===== config.mk =====
export PLATFORM = sky130hd
export DESIGN_NAME = reg_file_2r1w
export DESIGN_NICKNAME = d
export VERILOG_FILES = /design/src/rtl/rv_core_pkg.sv /design/src/rtl/rf_word_reg.sv /design/src/rtl/reg_file_2r1w.sv
export SDC_FILE = /design/constraint.sdc
export NUM_CORES = 2
export LEC_CHECK = 0
export CAP_MARGIN = 10
export CORE_MARGIN = 8
export CORE_UTILIZATION = 45
export CTS_BUF_LIST = sky130_fd_sc_hd__clkbuf_4
export DETAILED_ROUTE_END_ITERATION = 10
export PLACE_DENSITY = 0.72
export SLEW_MARGIN = 10
export SYNTH_ARGS = -nofsm -noshare
export SYNTH_HDL_FRONTEND = slang
export SYNTH_HIERARCHICAL = 1
export SYNTH_SLANG_ARGS = --single-unit

===== constraint.sdc =====
create_clock -name clk -period 3.9 [get_ports clk]
set_input_delay 0.39 -clock clk [delete_from_list [all_inputs] [get_ports clk]]
set_output_delay 0.39 -clock clk [all_outputs]
set_load 0.005 [all_outputs]

===== src/rtl/rv_core_pkg.sv =====
// Shared core definitions: register-file geometry and index/word types.
// Latency: n/a (types and constants only).
// Backpressure: n/a.
package rv_core_pkg;

  localparam int XLEN     = 32;
  localparam int REG_AW   = 5;
  localparam int NUM_REGS = 32;

  localparam logic [REG_AW-1:0] REG_X0 = 5'd0;

  // Shared with decode and hazard units so register indices and words agree everywhere.
  typedef logic [REG_AW-1:0] reg_idx_t;
  typedef logic [XLEN-1:0]   word_t;

endpackage


===== src/rtl/rf_word_reg.sv =====
// One N-bit architectural register with load enable and async active-low clear.
// Latency: d visible on q one clock after ld; clear is immediate.
// Backpressure: none; a load is always accepted.
module rf_word_reg
  import rv_core_pkg::*;
#(
  parameter int N = XLEN
) (
  input  logic         clk,
  input  logic         rst,
  input  logic         ld,
  input  logic [N-1:0] d,
  output logic [N-1:0] q
);

  logic [N-1:0] data_d;
  logic [N-1:0] data_q;

  // Hold the stored word unless this register is the selected write target.
  always_comb begin
    data_d = data_q;
    if (ld) begin
      data_d = d;
    end
  end

  // Storage flop; reset clears without waiting for the clock.
  always_ff @(posedge clk or negedge rst) begin
    if (!rst) begin
      data_q <= '0;
    end else begin
      data_q <= data_d;
    end
  end

  assign q = data_q;

endmodule


===== src/rtl/reg_file_2r1w.sv =====
// Integer register file, 2 combinational read ports + 1 write port; x0 hardwired to 0. Optional macro: RF_WRITE_BYPASS_EN (WB->ID write-through forwarding).
// Latency: reads 0 cycles from address; writes visible the cycle after the edge (same cycle with bypass); wr_ack 1 cycle after the write.
// Backpressure: none; every write and read is accepted each cycle.
module reg_file_2r1w
  import rv_core_pkg::*;
#(
  parameter int N     = XLEN,
  parameter int NREGS = NUM_REGS,
  parameter int AW    = REG_AW
) (
  input  logic          clk,
  input  logic          rst,
  input  logic          wr_en,
  input  logic [AW-1:0] wr_addr,
  input  logic [N-1:0]  wr_data,
  input  logic [AW-1:0] rd_addr1,
  input  logic [AW-1:0] rd_addr2,
  output logic [N-1:0]  rd_data1,
  output logic [N-1:0]  rd_data2,
  output logic          wr_ack
);

  logic [N-1:0]       regs [NREGS];
  logic [NREGS-1:1]   wr_sel;
  logic               wr_live;
  logic               wr_ack_d;
  logic               wr_ack_q;

  // A write only changes state when enabled and not aimed at x0.
  assign wr_live = wr_en && (wr_addr != AW'(REG_X0));

  // One-hot write decoder gated by wr_en; x0 has no select line at all.
  always_comb begin
    wr_sel = '0;
    for (int j = 1; j < NREGS; j++) begin
      wr_sel[j] = wr_en && (wr_addr == AW'(j));
    end
  end

  // x0 has no storage.
  assign regs[0] = '0;

  genvar gi;
  for (gi = 1; gi < NREGS; gi++) begin : g_reg
    rf_word_reg #(.N(N)) u_reg (
      .clk (clk),
      .rst (rst),
      .ld  (wr_sel[gi]),
      .d   (wr_data),
      .q   (regs[gi])
    );
  end

  // NREGS:1 read muxes; the x0 rule overrides everything, including forwarding.
  always_comb begin
    rd_data1 = '0;
    rd_data2 = '0;
    if (rd_addr1 != AW'(REG_X0)) begin
      rd_data1 = regs[rd_addr1];
    end
    if (rd_addr2 != AW'(REG_X0)) begin
      rd_data2 = regs[rd_addr2];
    end
`ifdef RF_WRITE_BYPASS_EN
    // Forward the WB value to ID in the write cycle; suppressed while reset holds the file at 0.
    if (rst && wr_live && (rd_addr1 == wr_addr)) begin
      rd_data1 = wr_data;
    end
    if (rst && wr_live && (rd_addr2 == wr_addr)) begin
      rd_data2 = wr_data;
    end
`endif
  end

  // wr_ack pulses for exactly the cycle after a state-changing write.
  always_comb begin
    wr_ack_d = wr_live;
  end

  // Acknowledge flop.
  always_ff @(posedge clk or negedge rst) begin
    if (!rst) begin
      wr_ack_q <= 1'b0;
    end else begin
      wr_ack_q <= wr_ack_d;
    end
  end

  assign wr_ack = wr_ack_q;

endmodule

## Yosys cells after proc, flatten, opt, wreduce, memory -nomap -nowiden

Cells that the tools add are included.

- Register bits: 993
- Input bits: 50
- Output and inout port bits: 65
- Word-level logic and storage cells: 110

- $lt $le $gt $ge: 2
- Equality and inequality tests: 31
- Multiplexer cells: 8
- Bitwise gates (word level): 2
- Reductions and logical operators: 35

Operators by type and width:

| operator | count |
|---|---|
| $bmux 32 s5 | 2 |
| $mux 32 | 6 |
| $eq 5x5->1 const B | 16 |
| $eq 5x4->1 const B | 8 |
| $logic_and 1x1->1 | 32 |
| $eq 5x3->1 const B | 4 |
| $reduce_bool 5->1 | 3 |
| $ge 6x6->1 const B | 2 |
| $not 5->6 | 2 |
| $eq 5x2->1 const B | 2 |
| $eq 5x1->1 const B | 1 |

## Longest topological paths before layout

- Word-level depth: 5
- Gate-level depth with buffers: 8
- Gate-level depth less buffers: 4

## By module

Netlist, hierarchy kept.

Modules (own cells, without submodules):

| module | instances | cells each | area an instance (um^2) | sequential area each (um^2) |
|---|---|---|---|---|
| rf_word_reg | 31 | 68 | 1,345.0 | 800.8 |
| reg_file_2r1w | 1 | 1,367 | 16,165.5 | 25.0 |

## Least setup slack after synthesis

No wires, ideal clock.

- Path kind: input-to-output
- Start: input rd_addr1[0]
- End: output rd_data1[13]
- Data arrival time: 1,897 ps
- Required time: 3,510 ps
- Slack: 1,613 ps
- Stages: 7
- Buffers on the path: 3
- Path through: buf_4 > buf_4 > buf_2 > mux4_2 > a22oi_1 > nand3_1 > o31a_1

- Cells in the longest elaborated chain, start to end: 5
- Elaborated cells on any way between the ends: 6
- Those cells by class: mux (4); bitwise (1); reduce/logical (1)

Ends and longest elaborated chain:

| element | line | text |
|---|---|---|
| start, declared | reg_file_2r1w.sv:16 | `input logic [AW-1:0] rd_addr1,` |
| $not 5->6 (not written as such) | reg_file_2r1w.sv:59 | `rd_data1 = regs[rd_addr1];` |
| $bmux 32 s5 | reg_file_2r1w.sv:59 |  |
| $mux 32 (not written as such) (2 in a row) | reg_file_2r1w.sv:59 |  |
| $mux 32 * | reg_file_2r1w.sv:58 | `if (rd_addr1 != AW'(REG_X0)) begin` |
| end, declared | reg_file_2r1w.sv:18 | `output logic [N-1:0] rd_data1,` |

Mark *: on every way between the ends. The rest lies on a longest branch, timed or not. The select of a mux whose other input is x is not followed.

## Worst setup path in the final report

- Start: register g_reg[28].u_reg.data_q[26]
- End: output rd_data2[26]

- Cells in the longest elaborated chain, start to end: 4

Ends and longest elaborated chain:

| element | line | text |
|---|---|---|
| start, declared | rf_word_reg.sv:17 | `logic [N-1:0] data_q;` |
| start signal, assigned | rf_word_reg.sv:32 | `data_q <= data_d;` |
| $bmux 32 s5 | reg_file_2r1w.sv:62 | `rd_data2 = regs[rd_addr2];` |
| $mux 32 (not written as such) (2 in a row) | reg_file_2r1w.sv:62 |  |
| $mux 32 | reg_file_2r1w.sv:61 | `if (rd_addr2 != AW'(REG_X0)) begin` |
| end, declared | reg_file_2r1w.sv:19 | `output logic [N-1:0] rd_data2,` |

No other way between the ends. The select of a mux whose other input is x is not followed.

==> impl_metrics.env <==
export IMPL_status="complete, no violations"
export IMPL_cts_root_buf="clkbuf_4"
export IMPL_power_clock_fraction_pct=29.5
export IMPL_pwr_share_comb_pct=25.0
export IMPL_worst_r2r_cell_count=1
export IMPL_first_global_vias=38100
export IMPL_final_layout_size_suffix_gt1_share_pct=55.1
export IMPL_netlist_area_sq_mm=0.0579
export IMPL_rr_startpoint="g_reg[2].u_reg/q[22]"
export IMPL_netSwitchingFraction_pct=28.7
export IMPL_clk_lat_worst_skew_ns=1.18
export IMPL_max_cap_viol_count=0
export IMPL_final_setup_skew_ns=0
export IMPL_grt_first_pass_wirelength_mm=266
export IMPL_via_count=36200
export IMPL_worstHoldPathType="in -> reg"
export IMPL_top_area_cell_type_share_of_the_netlist_area_pct=42.9
export IMPL_clkSinkCount=993
export IMPL_h_tree_depth_reported_by_cts=5
export IMPL_fin_setup_tns_ns=0
export IMPL_end_kind="output port"
export IMPL_cp_max_fo=3
export IMPL_synth_area_top_cells="dfrtp_1, mux2_4, mux4_2"
export IMPL_timing_final_setup_violations=0
export IMPL_timing_hold_ws_ns=0.130
export IMPL_worst_ep_arrival_time_ns=3.34
export IMPL_edff_count_synth=0
export IMPL_io_pins=115
export IMPL_hold_path_end="wr_ack"
export IMPL_postCtsSetupBuffers=0
export IMPL_dr_first_iter_drc_count=3991
export IMPL_clock_tree_from_tritoncts="done"
export IMPL_timing_critical_path_required_ns=3.51
export IMPL_setup_repair_after_global_routing_missed_its_margin="no"
export IMPL_drt_pass1_iter_count=5
export IMPL_clock_fmax_mhz=268
export IMPL_postSynthRegisterBits=993
export IMPL_rows=131
export IMPL_asyncSetResetFlopFracSynth_pct=100
export IMPL_reg2reg_to="g_reg[2].u_reg/q[22]"
export IMPL_vdd_drop_max_mv=0.339
export IMPL_period_share_pct=95.6
export IMPL_type_of_origin_of_the_critical_path="flop"
export IMPL_avgViaCountPerCell=6.47
export IMPL_area_delta_synth_final_pct=10.4
export IMPL_gpl_wtd_cong=0.822
export IMPL_min_from="wr_addr[4]"
export IMPL_final_min_clock_period_ns=3.73
export IMPL_gr_total_overflow=0
export IMPL_post_synthesis_area_per_instance_sq_um=16.7
export IMPL_cellPowerDensity_mw_per_mm2=483
export IMPL_internal_power_mw=22.0
export IMPL_synth_most_common_cell="dfrtp_1"
export IMPL_placement_io_buffers=114
export IMPL_antenna_found_initial=10
export IMPL_total_switching_power_mw=8.84
export IMPL_nNetsFinal=3815
export IMPL_timing_worst_setup_path_type="reg -> out"
export IMPL_tightest_slew_ns=1.26
export IMPL_hpwlAfterDp_mm=105
export IMPL_min_path_cells=2
export IMPL_synth_seq_area_share_pct=42.9
export IMPL_cts_root_to_sink_buffers=4
export IMPL_post_synth_top_area_cell="dfrtp_1"
export IMPL_fp_dieArea_sq_mm=0.140
export IMPL_synth_net_count=3525
export IMPL_route_final_wire_length_mm=180
export IMPL_ant_nets=0
export IMPL_remaining_drc_errors=0
export IMPL_clk_pin_slew_worst_paths_ns=0.07
export IMPL_chipWidth_um=375
export IMPL_initial_core_util_pct=45.4
export IMPL_core_area_sq_mm=0.128
export IMPL_cellLeakagePower_nw=28.0
export IMPL_grt_start_max_net_pins=86
export IMPL_routedWlPerCell_um=32.2
export IMPL_global_route_usage_over_all_layers_pct=25.3
export IMPL_syn_instance_count=3475
export IMPL_final_hold_violation_count=0
export IMPL_max_slew_margin_rel_pct=15.9
export IMPL_yosys_top_cells_count="dfrtp_1, mux2_4, mux4_2"
export IMPL_ys_dominant_reg_cell="dfrtp_1"
export IMPL_tritoncts_num_buffers=276
export IMPL_die_height_um=375
export IMPL_synth_warnings=6
export IMPL_r2r_slack_ns=3.07
export IMPL_final_max_slew_violation_count=0
export IMPL_synth_distinct_cells=40
export IMPL_pwr_share_seq_pct=45.5
[cells in the final DEF (no fill, tap or decap), drive strengths merged]
master         Yosys  layout
nand2b            25      25
o211ai             6       6
mux2            1072    1072
clkbuf            80     376
buf              235     219
a2bb2oi            1       1
nor3              10      10
o21ai             39      39
a211o             33      33
dfrtp            993     993
a221oi            16      16
nand3             17      17
a21oi              1       1
diode              0       7
mux2i            147     147
a22oi             71      71
and3              10      10
nor2              77      77
o41a               1       1
nor2b              8       8
a31oi             20      20
bufinv             0       3
and2               2       2
dlygate4sd3        0       7
clkinv             2      53
nand2             61      61
inv                1       8
a221o             21      21
o22ai             70      70
mux4             424     424
o31a               9       9
a211oi            15      15
a31o               5       5
nand4              1       1
or2                1       1
clkdlybuf4s50      0     100
a311oi             1       1
[layer usage]
layer / global-route usage [%] / wire (um)
met5: 0 / 51
met4: 11.5 / 8210
met3: 7.02 / 17100
met2: 38.3 / 82100
met1: 33.9 / 72600
[registers in the layout, indices dropped and copies added (netlist names)]
signal,count
g.u_reg/q,992
wr_ack,1
[how the worst max path moves through the flow]
stage,endpoint,start,slack [ns],cells past startpoint
final,rd_data2[26],g_reg[28].u_reg/q[26],0.17,6
after global routing,rd_data2[26],g_reg[31].u_reg/q[26],0.004,6
after CTS,rd_data2[26],g_reg[29].u_reg/q[26],0.05,6
after detailed placement,rd_data1[21],rd_addr1[0],0.45,8
after global placement,rd_data1[21],rd_addr1[0],0.46,8
after floorplan,rd_data1[13],rd_addr1[0],1.61,7
[power by group through the flow]
stage	combinational (mW)	clock [mW]	sequential (mW)
after floorplan	5.82	0	13.5
after global placement	7.53	0	14.0
after detailed placement	7.69	0	14.1
after CTS	7.72	9.28	13.9
after global routing	8.16	9.80	14.2
final	7.72	9.09	14.0
[cell type report]
type                    instances  area, sq um
clock inverters                61          320
clock buffers                 375         2820
multi-input cells            2164        30100
diodes                          7         17.5
fillers                     10500        63600
inverters                       3         11.3
flip-flops and latches        993        24800
well taps                    1662         2080
repair buffers                327         3700
[critical path, cell delays in order (launching register included)]
cell             delay, ns
dfrtp_1               0.40
mux4_2                0.49
mux2i_1               0.15
buf_4                 0.12
o22ai_1               0.08
a211o_1               0.38
clkdlybuf4s50_1       0.49
[repair_timing]
action / CTS / global route
setup endpoints to repair: 2 / 0
endpoints found under the hold margin: 887 / 124
hold buffers: 4 / 4
resized for setup: 2 / 0
[through the flow]
step	instance area, sq um	power, mW	worst slack (ns)	util, %	cells
after CTS	63800	30.9	0.0469	50.1	5581
after floorplan	57900	19.3	1.61	-	3475
after detailed placement	60600	21.8	0.448	47.6	5141
after global placement	60600	21.5	0.457	47.6	5141
after global routing	63900	32.2	0.00405	50.1	5587
final	63900	30.8	0.170	50.1	5592
[logic make-up (layout without fill, tap and decap cells)]
group | after synthesis | after routing | share of synthesized area, %
simple gates | 212 | 212 | 1.65
flops | 993 | 993 | 42.9
other cells | 0 | 7 | 0
buf+inv | 318 | 766 | 5.57
compound gates | 309 | 309 | 3.88
mux | 1643 | 1643 | 46.0
No activity file was read; power rests on OpenSTA's default activity.
